**src/rtl/np0_csr_pkg.sv**
```systemverilog
// Shared definitions for the np0 CSR register file: the bus request bundle,
// the decode-miss read value and the register map offsets.
package np0_csr_pkg;

    localparam int CSR_AWIDTH   = 16;
    localparam int CSR_DWIDTH   = 32;
    localparam int CSR_NUM_CTRL = 4;
    localparam int CSR_NUM_STAT = 2;

    // EVT sits right after the status block; IRQ_EN follows EVT.
    localparam int OFS_EVT    = CSR_NUM_CTRL + CSR_NUM_STAT;
    localparam int OFS_IRQ_EN = OFS_EVT + 1;

    localparam logic [31:0] ADDR_DECODE_ERROR = 32'hDEADBEEF;

    typedef struct packed {
        logic                      req;
        logic                      wr;
        logic [CSR_AWIDTH-1:0]     addr;
        logic [CSR_DWIDTH-1:0]     wdata;
        logic [CSR_DWIDTH/8-1:0]   be;
    } np_bus_req_t;

    typedef struct packed {
        logic                  hit;
        logic [CSR_AWIDTH-1:0] idx;
    } csr_ofs_t;

    // hit is cleared below the base so the subtraction can never wrap into the map.
    function automatic csr_ofs_t csr_offset(input logic [CSR_AWIDTH-1:0] addr,
                                            input logic [CSR_AWIDTH-1:0] base);
        csr_ofs_t r;
        r.hit = (addr >= base);
        r.idx = addr - base;
        return r;
    endfunction

endpackage

```
**src/rtl/np0_csr_w1c_reg.sv**
```systemverilog
// Sticky event register: bits set from event pulses, cleared by byte-enabled
// write-1-to-clear; a same-cycle set beats the clear.
module np0_csr_w1c_reg #(
    parameter int NP_DWIDTH = 32
) (
    input  logic                   np_clk,
    input  logic                   np_rst,
    input  logic [NP_DWIDTH-1:0]   set_i,
    input  logic                   clr_en_i,
    input  logic [NP_DWIDTH-1:0]   clr_data_i,
    input  logic [NP_DWIDTH/8-1:0] clr_be_i,
    output logic [NP_DWIDTH-1:0]   val_d_o,
    output logic [NP_DWIDTH-1:0]   val_q_o
);

    logic [NP_DWIDTH-1:0] val_q;
    logic [NP_DWIDTH-1:0] val_d;
    logic [NP_DWIDTH-1:0] clr_mask;

    always_comb begin
        clr_mask = '0;
        if (clr_en_i) begin
            for (int b = 0; b < NP_DWIDTH/8; b++) begin
                clr_mask[b*8 +: 8] = clr_data_i[b*8 +: 8] & {8{clr_be_i[b]}};
            end
        end
        val_d = (val_q & ~clr_mask) | set_i;
    end

    always_ff @(posedge np_clk) begin
        if (np_rst) begin
            val_q <= '0;
        end else begin
            val_q <= val_d;
        end
    end

    assign val_d_o = val_d;
    assign val_q_o = val_q;

endmodule

```
**src/rtl/np0_csr_regfile.sv**
```systemverilog
// Parametrised CSR engine: CTRL (RW), STAT (RO), EVT (RW1C) and IRQ_EN (RW)
// behind a single-cycle registered CPU bus response, with a level interrupt.
module np0_csr_regfile
    import np0_csr_pkg::*;
#(
    parameter int                  NP_AWIDTH    = CSR_AWIDTH,
    parameter int                  NP_DWIDTH    = CSR_DWIDTH,
    parameter int unsigned         BASE_ADDR    = 'h0020,
    parameter int                  NUM_CTRL     = CSR_NUM_CTRL,
    parameter int                  NUM_STAT     = CSR_NUM_STAT,
    parameter logic [NP_DWIDTH-1:0] CTRL_RST_VAL = '0
) (
    input  logic                            np_clk,
    input  logic                            np_rst,
    input  logic                            np_req,
    input  logic                            np_wr,
    input  logic [NP_AWIDTH-1:0]            np_addr,
    input  logic [NP_DWIDTH-1:0]            np_wdata,
    input  logic [NP_DWIDTH/8-1:0]          np_be,
    output logic                            np_ack,
    output logic [NP_DWIDTH-1:0]            np_rdata,
    output logic                            np_err,
    output logic [NUM_CTRL*NP_DWIDTH-1:0]   ctrl_o,
    input  logic [NUM_STAT*NP_DWIDTH-1:0]   stat_i,
    input  logic [NP_DWIDTH-1:0]            evt_i,
    output logic                            irq
);

    localparam int EVT_OFS    = NUM_CTRL + NUM_STAT;
    localparam int IRQ_EN_OFS = EVT_OFS + 1;

    np_bus_req_t          bus;
    csr_ofs_t             dec;
    logic [NP_DWIDTH-1:0] be_mask;
    logic                 sel_ctrl, sel_stat, sel_evt, sel_irq_en, miss;

    logic [NP_DWIDTH-1:0] ctrl_q [NUM_CTRL];
    logic [NP_DWIDTH-1:0] ctrl_d [NUM_CTRL];
    logic [NP_DWIDTH-1:0] irq_en_q, irq_en_d;
    logic [NP_DWIDTH-1:0] evt_q, evt_d;
    logic                 evt_clr_en;
    logic                 ack_q, ack_d;
    logic                 err_q, err_d;
    logic [NP_DWIDTH-1:0] rdata_q, rdata_d;
    logic                 irq_q, irq_d;

    assign bus = '{req: np_req, wr: np_wr, addr: np_addr, wdata: np_wdata, be: np_be};
    assign dec = csr_offset(bus.addr, NP_AWIDTH'(BASE_ADDR));

    always_comb begin
        sel_ctrl   = dec.hit && (dec.idx < NP_AWIDTH'(NUM_CTRL));
        sel_stat   = dec.hit && (dec.idx >= NP_AWIDTH'(NUM_CTRL)) && (dec.idx < NP_AWIDTH'(EVT_OFS));
        sel_evt    = dec.hit && (dec.idx == NP_AWIDTH'(EVT_OFS));
        sel_irq_en = dec.hit && (dec.idx == NP_AWIDTH'(IRQ_EN_OFS));
        miss       = !(sel_ctrl || sel_stat || sel_evt || sel_irq_en);
        for (int b = 0; b < NP_DWIDTH/8; b++) begin
            be_mask[b*8 +: 8] = {8{bus.be[b]}};
        end
    end

    always_comb begin
        for (int i = 0; i < NUM_CTRL; i++) begin
            ctrl_d[i] = ctrl_q[i];
            if (bus.req && bus.wr && sel_ctrl && (dec.idx == NP_AWIDTH'(i))) begin
                ctrl_d[i] = (ctrl_q[i] & ~be_mask) | (bus.wdata & be_mask);
            end
        end
        irq_en_d = irq_en_q;
        if (bus.req && bus.wr && sel_irq_en) begin
            irq_en_d = (irq_en_q & ~be_mask) | (bus.wdata & be_mask);
        end
        evt_clr_en = bus.req && bus.wr && sel_evt;
        irq_d      = |(evt_d & irq_en_d);
    end

    np0_csr_w1c_reg #(
        .NP_DWIDTH (NP_DWIDTH)
    ) u_evt (
        .np_clk     (np_clk),
        .np_rst     (np_rst),
        .set_i      (evt_i),
        .clr_en_i   (evt_clr_en),
        .clr_data_i (bus.wdata),
        .clr_be_i   (bus.be),
        .val_d_o    (evt_d),
        .val_q_o    (evt_q)
    );

    // Reads return pre-update flop values; writes acknowledge with zero data.
    always_comb begin
        ack_d   = bus.req;
        err_d   = 1'b0;
        rdata_d = '0;
        if (bus.req) begin
            if (miss) begin
                err_d   = 1'b1;
                rdata_d = NP_DWIDTH'(ADDR_DECODE_ERROR);
            end else if (bus.wr) begin
                err_d = sel_stat;
            end else begin
                for (int i = 0; i < NUM_CTRL; i++) begin
                    if (dec.idx == NP_AWIDTH'(i)) rdata_d = ctrl_q[i];
                end
                for (int i = 0; i < NUM_STAT; i++) begin
                    if (dec.idx == NP_AWIDTH'(NUM_CTRL + i)) rdata_d = stat_i[i*NP_DWIDTH +: NP_DWIDTH];
                end
                if (sel_evt)    rdata_d = evt_q;
                if (sel_irq_en) rdata_d = irq_en_q;
            end
        end
    end

    always_ff @(posedge np_clk) begin
        if (np_rst) begin
            for (int i = 0; i < NUM_CTRL; i++) ctrl_q[i] <= CTRL_RST_VAL;
            irq_en_q <= '0;
            ack_q    <= 1'b0;
            err_q    <= 1'b0;
            rdata_q  <= '0;
            irq_q    <= 1'b0;
        end else begin
            for (int i = 0; i < NUM_CTRL; i++) ctrl_q[i] <= ctrl_d[i];
            irq_en_q <= irq_en_d;
            ack_q    <= ack_d;
            err_q    <= err_d;
            rdata_q  <= rdata_d;
            irq_q    <= irq_d;
        end
    end

    for (genvar g = 0; g < NUM_CTRL; g++) begin : g_ctrl_o
        assign ctrl_o[g*NP_DWIDTH +: NP_DWIDTH] = ctrl_q[g];
    end

    assign np_ack   = ack_q;
    assign np_err   = err_q;
    assign np_rdata = rdata_q;
    assign irq      = irq_q;

endmodule

```
**config.mk**
```make
export PLATFORM = sky130hd
export DESIGN_NAME = np0_csr_regfile
export DESIGN_NICKNAME = d
export VERILOG_FILES = /design/src/rtl/np0_csr_pkg.sv /design/src/rtl/np0_csr_w1c_reg.sv /design/src/rtl/np0_csr_regfile.sv
export SDC_FILE = /design/constraint.sdc
export NUM_CORES = 1
export LEC_CHECK = 0
export ABC_CLOCK_PERIOD_IN_PS = 3300
export CORE_MARGIN = 2
export CORE_UTILIZATION = 30
export CTS_CLUSTER_SIZE = 14
export DETAILED_ROUTE_END_ITERATION = 10
export SYNTH_ARGS = -nofsm -noshare
export SYNTH_HDL_FRONTEND = slang
export SYNTH_SLANG_ARGS = --single-unit
```
**constraint.sdc**
```tcl
create_clock -name np_clk -period 3.3 [get_ports np_clk]
set_input_delay 0.66 -clock np_clk [delete_from_list [all_inputs] [get_ports np_clk]]
set_output_delay 0.66 -clock np_clk [all_outputs]
set_load 0.01 [all_outputs]
```
==> results of run 1 <==
==> critical path, delay by kind of cell <==
family | cells | cell delay (ns)
buffers and inverters | 3 | 0.87
AOI/OAI and AO/OA | 4 | 0.90
and+or+nand+nor | 4 | 1.21
==> routing by layer <==
metal / global-route usage [%] / routed length (um)
met5: 0 / 13
met4: 9.750 / 1859
met3: 5.811 / 4011
met2: 41.63 / 22010
met1: 34.50 / 20600
==> Yosys cell counts (all sizes together) (4+ instances only) <==
| library cell | n | area, um^2 |
|---|---|---|
| nand2 | 289 | 1085 |
| dfxtp | 227 | 4544 |
| a21oi | 164 | 820.8 |
| nor2 | 101 | 381.6 |
| clkbuf | 57 | 214.0 |
| o21ai | 42 | 210.2 |
| a221oi | 29 | 254.0 |
| mux4 | 28 | 630.6 |
| a2bb2oi | 23 | 201.4 |
| buf | 21 | 103.9 |
| nor2b | 18 | 112.6 |
| mux2i | 16 | 160.2 |
| nand3 | 16 | 80.08 |
| nor3 | 16 | 121.4 |
| nor3b | 16 | 125.1 |
| a31oi | 15 | 93.84 |
| and2 | 13 | 83.83 |
| and3 | 13 | 81.33 |
| o22ai | 13 | 81.33 |
| a21boi | 11 | 82.58 |
| nor4b | 11 | 108.9 |
| nand3b | 10 | 75.07 |
| a22oi | 8 | 60.06 |
| nor4 | 8 | 83.83 |
| inv | 6 | 22.52 |
| mux2 | 5 | 56.30 |
| a211oi | 4 | 35.03 |
| a21o | 4 | 30.03 |
| nand4 | 4 | 25.02 |
| o21ba | 4 | 40.04 |
| o31a | 4 | 35.03 |
| or3 | 4 | 25.02 |
==> layout make-up <==
type / count / area share, %
multi-input combinational: 924 / 34.02
timing repair buffer: 513 / 29.24
tap: 455 / 3.448
clock inverter: 10 / 0.8563
inverter: 6 / 0.1364
sequential: 227 / 27.52
clock buffer: 36 / 4.653
antenna: 8 / 0.1212
==> kinds of logic (layout without fill, tap and decap cells) <==
family | Yosys count | in the layout | synth area share (%)
and+or+nand+nor | 532 | 532 | 23.98
adders and majority gates | 2 | 2 | 0.2409
other | 0 | 8 | 0
muxes | 49 | 49 | 8.157
DFF | 227 | 227 | 43.76
buffers and inverters | 84 | 565 | 3.277
AOI/OAI and AO/OA | 341 | 341 | 20.59
==> per-stage QoR <==
stage / instances / TNS, ns
detailed placement: 2124 / -41.95
finish: 2179 / 0
global route: 2176 / -0.07151
CTS: 2170 / 0
global placement: 2124 / -46.79
floorplan: 1235 / 0
==> where the power goes <==
| group | leakage (nW) | internal (mW) | total [mW] | switching, mW |
|---|---|---|---|---|
| clock | 0.446 | 1.85 | 3.07 | 1.21 |
| sequential | 1.85 | 2.79 | 2.81 | 0.0226 |
| combinational | 3.56 | 0.309 | 0.623 | 0.315 |
==> worst max-delay path by stage <==
stage          startpoint   to  slack [ns]  cells after the start
6_report       np_addr[3]  irq        0.02                     11
4_1_cts        np_addr[6]  irq        0.01                     12
5_1_grt        np_addr[6]  irq       -0.07                     14
3_5_place_dp   np_addr[3]  irq       -0.85                     11
3_3_place_gp   np_addr[3]  irq       -0.87                     11
2_1_floorplan  np_addr[6]  irq        0.27                     11
==> what timing repair did <==
item	4_1_cts	5_1_grt
pin swaps	1	6
setup endpoints to repair	1	36
setup buffers	0	1
hold buffers	0	0
gates resized for setup	5	20
endpoints found under the hold margin	0	0
==> metrics.cfg, run 1 <==
[placed_design]
place_hpwl_um = 37310
place_area_um2 = 15470
dp_slack_ns = -0.8457
port_buffers = 314
gp_congestion = 0.9582

[status]
status = finished clean

[layout]
layout_common_cells = clkdlybuf4s50_1, nand2_1, dfxtp_1, buf_4, a21oi_1
final_nets = 1852
postLayoutCoreUtil_pct = 48.16
fillCellCount = 3275
syn_to_final_growth_pct = 59.00
multiInputGateArea_um2 = 5618
drive_above_1_share_pct = 18.53
seqCellArea_um2 = 4544
layout_commonest_cell = clkdlybuf4s50_1
fin_area_um2 = 16510

[clock_tree]
ctsLongestPathBuffers = 3
cts_sinks = 227
worstSkewPairLatency_ns = 0.55
clkTransAtPathRegs_ns = 0.06
cts_root_buf = clkbuf_16
cts_tree = yes
numCtsBuffers = 26
h-tree-depth = 1

[synth]
synth_fp_nets = 1389
ys.warnings.count = 0
ys.flop_type = dfxtp_1
yosysUniqueCellTypes = 66
ys_seq_elements = 227
synth_sequential_area_ratio_pct = 43.76
synth_area_um2 = 10380
async_flop_share_pct = 0
syn_inst = 1235
synth_edf_count = 0
syn_area_per_cell_um2 = 8.409

[timing]
hold_violations = 0
finalClockSkew_ns = 0.01399
hold_slack_ns = 0.4668
setup_slack_ns = 0.02321
fmax_mhz = 305.2
worstMarginPinSlew_ns = 1.145
rsz0062_at_grt = yes
final_max_slew_viol_count = 0
setup_viol = 0
maxSlewHeadroom_pct = 23.69
fin_crit_ns = 3.277
fin_crit_sh_pct = 99.30

[global_route]
antenna_found_initial = 8
grt_max_degree = 102
grt_first_pass_wirelength_um = 71020
grt_pass1_vias = 11340
grtUsageTotal_pct = 26.10
overflow = 0

[run]
drv_cap = 0

[critical_path]
r2r_slack_ns = 1.43
cp.arrival_ns = 3.65
reg2reg_depth = 6
cp_slowest_stage_delay_ns = 0.49
critical_path_class = input pin to register
crit_chain = clkdlybuf4s50_1, nor4_4, buf_4, nand3_1, or3_1, buf_4, o31a_1, o21ai_2, o2111ai_1, nor4_4, a41oi_2
start_kind = input pin
cp_slowest_cell = or3_1
crit_path_end_kind = register
r2r-start = irq_en_q[31]
reg2reg_to = irq
cp_data_required_time_ns = 3.67
path_max_fanout = 7

[floorplanning]
dieArea_um2 = 36120
row_count = 68
die_height_um = 190.1
top_level_ports = 315
initial_core_util_pct = 30.29
core_um2 = 34290
die_x_um = 190.1

[hold_path]
min_path_cells = 2
hold_path.class = register to register

[drt]
vias_per_cell = 5.304
drtPass1Iterations = 5
drc_errors = 0
drtAntennaViolNets = 0
wire_per_inst_um = 22.26
drtIter0Drc = 1040
vias = 11560
wl_um = 48500

[power_and_ir_drop]
cellLeakagePower_nw = 5.849
report.power.total_mw = 6.500
power_density_nw_per_um2 = 393.6
ir_drop_uv = 337.1

(Power assumes the default switching activity.)
==> run 2, diff against run 1 <==
- ABC_CLOCK_PERIOD_IN_PS: 3300 -> 3000
- clock period: 3.3 -> 3 ns (I/O delays scaled with it)
==> metrics.cfg, run 2 (synthesis results as in run 1) <==
[timing]
fmax_mhz = 334.5
worstMarginPinSlew_ns = 1.048
maxSlewHeadroom_pct = 30.11
fin_crit_sh_pct = 99.66
tns_ns = 0
rsz0062_at_grt = yes
finalClockSkew_ns = 0.01026
hold_slack_ns = 0.4636
hold_violations = 0
setup_slack_ns = 0.01009
final_max_slew_viol_count = 0
setup_viol = 0
fin_crit_ns = 2.990

[layout]
postLayoutCoreUtil_pct = 49.30
syn_to_final_growth_pct = 62.76
stdcell_count = 2184
layout_common_cells = clkdlybuf4s50_1, nand2_1, dfxtp_1, buf_4, a21oi_1
final_nets = 1860
fillCellCount = 3201
drive_above_1_share_pct = 20.86
layout_commonest_cell = clkdlybuf4s50_1

[clock_tree]
clkTransAtPathRegs_ns = 0.06
cts_tree = yes
h-tree-depth = 1
numCtsBuffers = 26
cts_root_buf = clkbuf_16
ctsLongestPathBuffers = 3
cts_hold_buf = 0
worstSkewPairLatency_ns = 0.54
cts_sinks = 227

[placed_design]
place_hpwl_um = 37650
gp_congestion = 0.9268
dp_slack_ns = -1.121
placed_cells = 2127
port_buffers = 314

[critical_path]
path_max_fanout = 9
crit_path_end = irq
cp_slowest_stage_delay_ns = 0.41
crit_chain = clkdlybuf4s50_1, nor3_2, buf_4, o2111ai_2, and3_4, buf_12, buf_4, buf_4, and3_1, o21ai_1, buf_4, o2111ai_4, nor4_4, a41oi_2
cp.arrival_ns = 3.36
crit_path_end_kind = register
reg2reg_depth = 4
critical_path_class = input pin to register
reg2reg_to = np_rdata[30]
crit_path_start = np_addr[9]
cp_data_required_time_ns = 3.37
critPathMostFrequentCell = buf_4
r2r_slack_ns = 1.18
cp_slowest_cell = clkdlybuf4s50_1
start_kind = input pin

[drt]
drtPass1Iterations = 6
vias_per_cell = 5.336
drc_errors = 0
drtAntennaViolNets = 0
vias = 11650
drtIter0Drc = 854
wire_per_inst_um = 22.63
wl_um = 49430

[hold_path]
hold_path.class = register to register

[power_and_ir_drop]
ir_drop_uv = 362.3
cellLeakagePower_nw = 5.996
power_density_nw_per_um2 = 438.8

[global_route]
overflow = 0
grt_max_degree = 194
antenna_found_initial = 4
grtUsageTotal_pct = 26.30
grt_pass1_vias = 11590
grt_first_pass_wirelength_um = 71850

[floorplanning]
dieArea_um2 = 36120
row_count = 68
top_level_ports = 315
core_um2 = 34290
die_height_um = 190.1
die_x_um = 190.1
initial_core_util_pct = 30.29

[status]
status = finished clean

[run]
drv_cap = 0

## run 2: changes by cell type in the layout (fill, tap and decap cells not counted), moves of 5 or more
cell / previous run / this run
dlygate4sd2_1: 0 / 6
a21boi_0: 10 / 5
buf_6: 1 / 8
diode_2: 8 / 3
buf_12: 16 / 22
clkdlybuf4s50_1: 311 / 303
buf_4: 183 / 178
clkbuf_8: 8 / 2
## run 2: power breakdown
part           internal, mW  total, mW  switching, mW
clock network          2.21       3.61           1.40
logic                 0.355      0.711          0.356
registers              3.06       3.09         0.0273
total                  5.63       7.42           1.79
## run 2: layout make-up
type	instances	area (um^2)	area share [%]
tap	455	569.3	3.368
antenna	3	7.507	0.04441
clock inverter	19	266.5	1.577
timing repair buffer	521	4987	29.51
multi-input combinational	924	5802	34.33
inverter	6	22.52	0.1332
sequential	227	4544	26.89
clock buffer	29	703.2	4.160
## run 2: how the worst min path moves through the flow
stage,startpoint,endpoint,cells past startpoint
floorplan,irq_en_q[31],np_rdata[31],2
global placement,register,register,2
detailed placement,register,register,2
CTS,register,register,2
global route,register,register,2
finish,register,register,2
## run 2: routing by layer
metal  vias up  global-route usage [%]  wire length (um)
met5         -                       0                19
met2       571                   41.62             22190
met4         2                   9.779              1956
li1       5363                       -                 -
met1      5612                   35.27             21270
met3       105                   5.516              3989
## run 2: timing repair
action / 4_1_cts / 5_1_grt
resized for setup: 59 / 28
setup endpoints to repair: 33 / 98
setup buffers: 3 / 3
pin swaps: 22 / 12
## run 2: critical path, delay by kind of cell
kind | cells | cell delay (ns)
simple gates | 4 | 0.87
buf+inv | 6 | 1.20
compound gates | 4 | 0.67
## run 2: metrics by stage
step / total power, mW / area, um^2
floorplan: 3.351 / 10390
global placement: 3.832 / 15570
detailed placement: 3.833 / 15570
CTS: 7.442 / 16740
global route: 7.617 / 16900
finish: 7.416 / 16900
==> run 3, diff against run 2 <==
- ABC_AREA: not set -> 1
==> metrics.cfg, run 3 <==
[global_route]
grtUsageTotal_pct = 25.28
grt_pass1_vias = 14390
grt_first_pass_wirelength_um = 84660
overflow = 0
antenna_found_initial = 6
grt_max_degree = 114

[synth]
yosys.area_share.simple_pct = 32.32
synth_sequential_area_ratio_pct = 36.25
yosys-top-cells-area = dfxtp_1, nand2_1, inv_1, nor2_1, nand3_1
synth_area_leader_cell = dfxtp_1
ys_seq_elements = 227
synth_area_um2 = 12540
synth_xor_area_share_pct = 0.1397
syn_inst = 1921
async_flop_share_pct = 0
yosysUniqueCellTypes = 41
synth_top_family_by_area = simple AND/OR/NAND/NOR gates
post-synth-top-count-cell = nand2_1
synth_fp_nets = 2075
synthMuxAreaShare_pct = 0
synth_edf_count = 0
yosys.area_share.adder_pct = 0.1996
syn_area_per_cell_um2 = 6.526
ys.warnings.count = 0
synth-compound-area-share_pct = 17.13
post-synth-top-area-fraction_pct = 36.25
synthTopCellsByCount = nand2_1, inv_1, dfxtp_1
ys.flop_type = dfxtp_1

[floorplanning]
die_x_um = 208.4
initial_core_util_pct = 30.56
core_um2 = 41020
row_count = 74
dieArea_um2 = 43440
die_height_um = 208.4
top_level_ports = 315

[drt]
drtAntennaViolNets = 0
drc_errors = 0
vias = 14340
wire_per_inst_um = 19.18
drtIter0Drc = 854
wl_um = 55980
drtPass1Iterations = 5
vias_per_cell = 4.912

[hold_path]
min_from = np_rst
hold_path.class = input pin to register

[timing]
fmax_mhz = 351.9
hold_slack_ns = 0.4030
maxSlewHeadroom_pct = 28.48
setup_viol = 0
hold_violations = 0
finalClockSkew_ns = 0.009783
rsz0062_at_grt = yes
setup_slack_ns = 0.1585
fin_crit_ns = 2.842
fin_crit_sh_pct = 94.72
final_max_slew_viol_count = 0
tns_ns = 0
worstMarginPinSlew_ns = 1.073

[layout]
fillCellCount = 4166
drive_above_1_share_pct = 13.96
syn_to_final_growth_pct = 49.90
final_nets = 2520
multiInputGateArea_um2 = 6306
layout_commonest_cell = nand2_1
seqCellArea_um2 = 4544
layout_common_cells = nand2_1, inv_1, clkdlybuf4s50_1, dfxtp_1, nor2_1

[power_and_ir_drop]
cellLeakagePower_nw = 8.318
ir_drop_uv = 305.2
power_density_nw_per_um2 = 402.1

[critical_path]
cp_data_required_time_ns = 3.40
crit_path_start = np_addr[11]
path_max_fanout = 16
critical_path_class = input pin to register
start_kind = input pin
cp.arrival_ns = 3.24
crit_path_end_kind = register

[clock_tree]
cts_tree = yes
h-tree-depth = 1
ctsLongestPathBuffers = 3
worstSkewPairLatency_ns = 0.56
clkTransAtPathRegs_ns = 0.06
cts_sinks = 227
cts_root_buf = clkbuf_16
numCtsBuffers = 29

[placed_design]
port_buffers = 314
gp_congestion = 0.9445
dp_slack_ns = -0.8433
place_hpwl_um = 43310

[run]
drv_cap = 0

[status]
status = finished clean

[run 3: cell count changes in the layout (fill, tap and decap cells not counted), moves of 18 or more]
cell and change:
a211oi_1 +84, a211oi_2 +26, a221oi_1 -29, a2bb2oi_1 -23
inv_1 +304, mux4_2 -28, nand2_1 +189, nand3_1 +141
nand4_1 +22, nor2_1 +112, nor2b_1 -18, o21ai_0 +32
[run 3: path summary, 6_finish.rpt]
kind / endpoint / cells after the start / slack (ns)
max: register / 18 / 0.16
min: np_ack / 3 / 0.40
max reg2reg: np_rdata[19] / 12 / 1.47
min reg2reg: register / 2 / 0.48
[run 3: worst max-delay path, cell delays in order]
cell and delay [ns]:
clkdlybuf4s50_1 0.47, nor2_1 0.15, nand2_2 0.11, nor2_2 0.16, nand2_1 0.07, nand2_1 0.06, nand2_1 0.07, inv_1 0.10
nand3_4 0.12, buf_12 0.16, nor2_8 0.12, buf_4 0.15, inv_2 0.06, nor2_8 0.15, buf_4 0.22, nand3_4 0.23
nor2_1 0.19, a211oi_2 0.05
[run 3: power breakdown]
group / internal [mW] / switching, mW
clock: 2.31 / 1.43
combinational: 0.337 / 0.390
sequential: 3.06 / 0.0206
[run 3: cells by family (layout without fill, tap and decap cells)]
kind of cell             count (synthesis)  in the layout
AO/OA/AOI/OAI                          340            340
XOR/XNOR                                 2              2
adder cells (fa/ha/maj)                  2              2
buffers and inverters                  425            890
flip-flops                             227            227
other                                    0              1
AND/OR/NAND/NOR                        925            925
[run 3: final cells by class]
class / count / area share, %
diodes: 1 / 0.01332
clock buffers: 38 / 4.308
clock inverters: 13 / 1.059
inverters: 325 / 6.499
multi-input cells: 1269 / 33.56
flip-flops and latches: 227 / 24.18
well taps: 532 / 3.542
repair buffers: 514 / 26.83
[run 3: stage by stage]
stage / power [mW] / cell area, um^2 / util (%) / std cells
floorplan: 3.374 / 12540 / - / 1921
global placement: 3.870 / 17610 / 42.94 / 2858
detailed placement: 3.871 / 17610 / 42.94 / 2858
CTS: 7.624 / 18710 / 45.61 / 2913
global route: 7.782 / 18790 / 45.81 / 2918
finish: 7.555 / 18790 / 45.81 / 2919
[run 3: repair_timing]
| item | CTS | global route |
|---|---|---|
| endpoints found under the setup margin | 38 | 154 |
| hold buffers | 0 | 0 |
| gates cloned | 1 | 0 |
| gates resized for setup | 13 | 15 |
| buffers inserted | 3 | 5 |
| pin swaps | 2 | 5 |
[run 3: per-layer routing]
layer | part of all wire (%) | up-vias | GRT usage (%)
li1 | - | 7001 | -
met1 | 40 | 6619 | 30.02
met4 | 5.1 | 10 | 11.73
met2 | 47 | 576 | 43.87
met5 | 0.11 | - | 0
met3 | 7.2 | 133 | 4.951
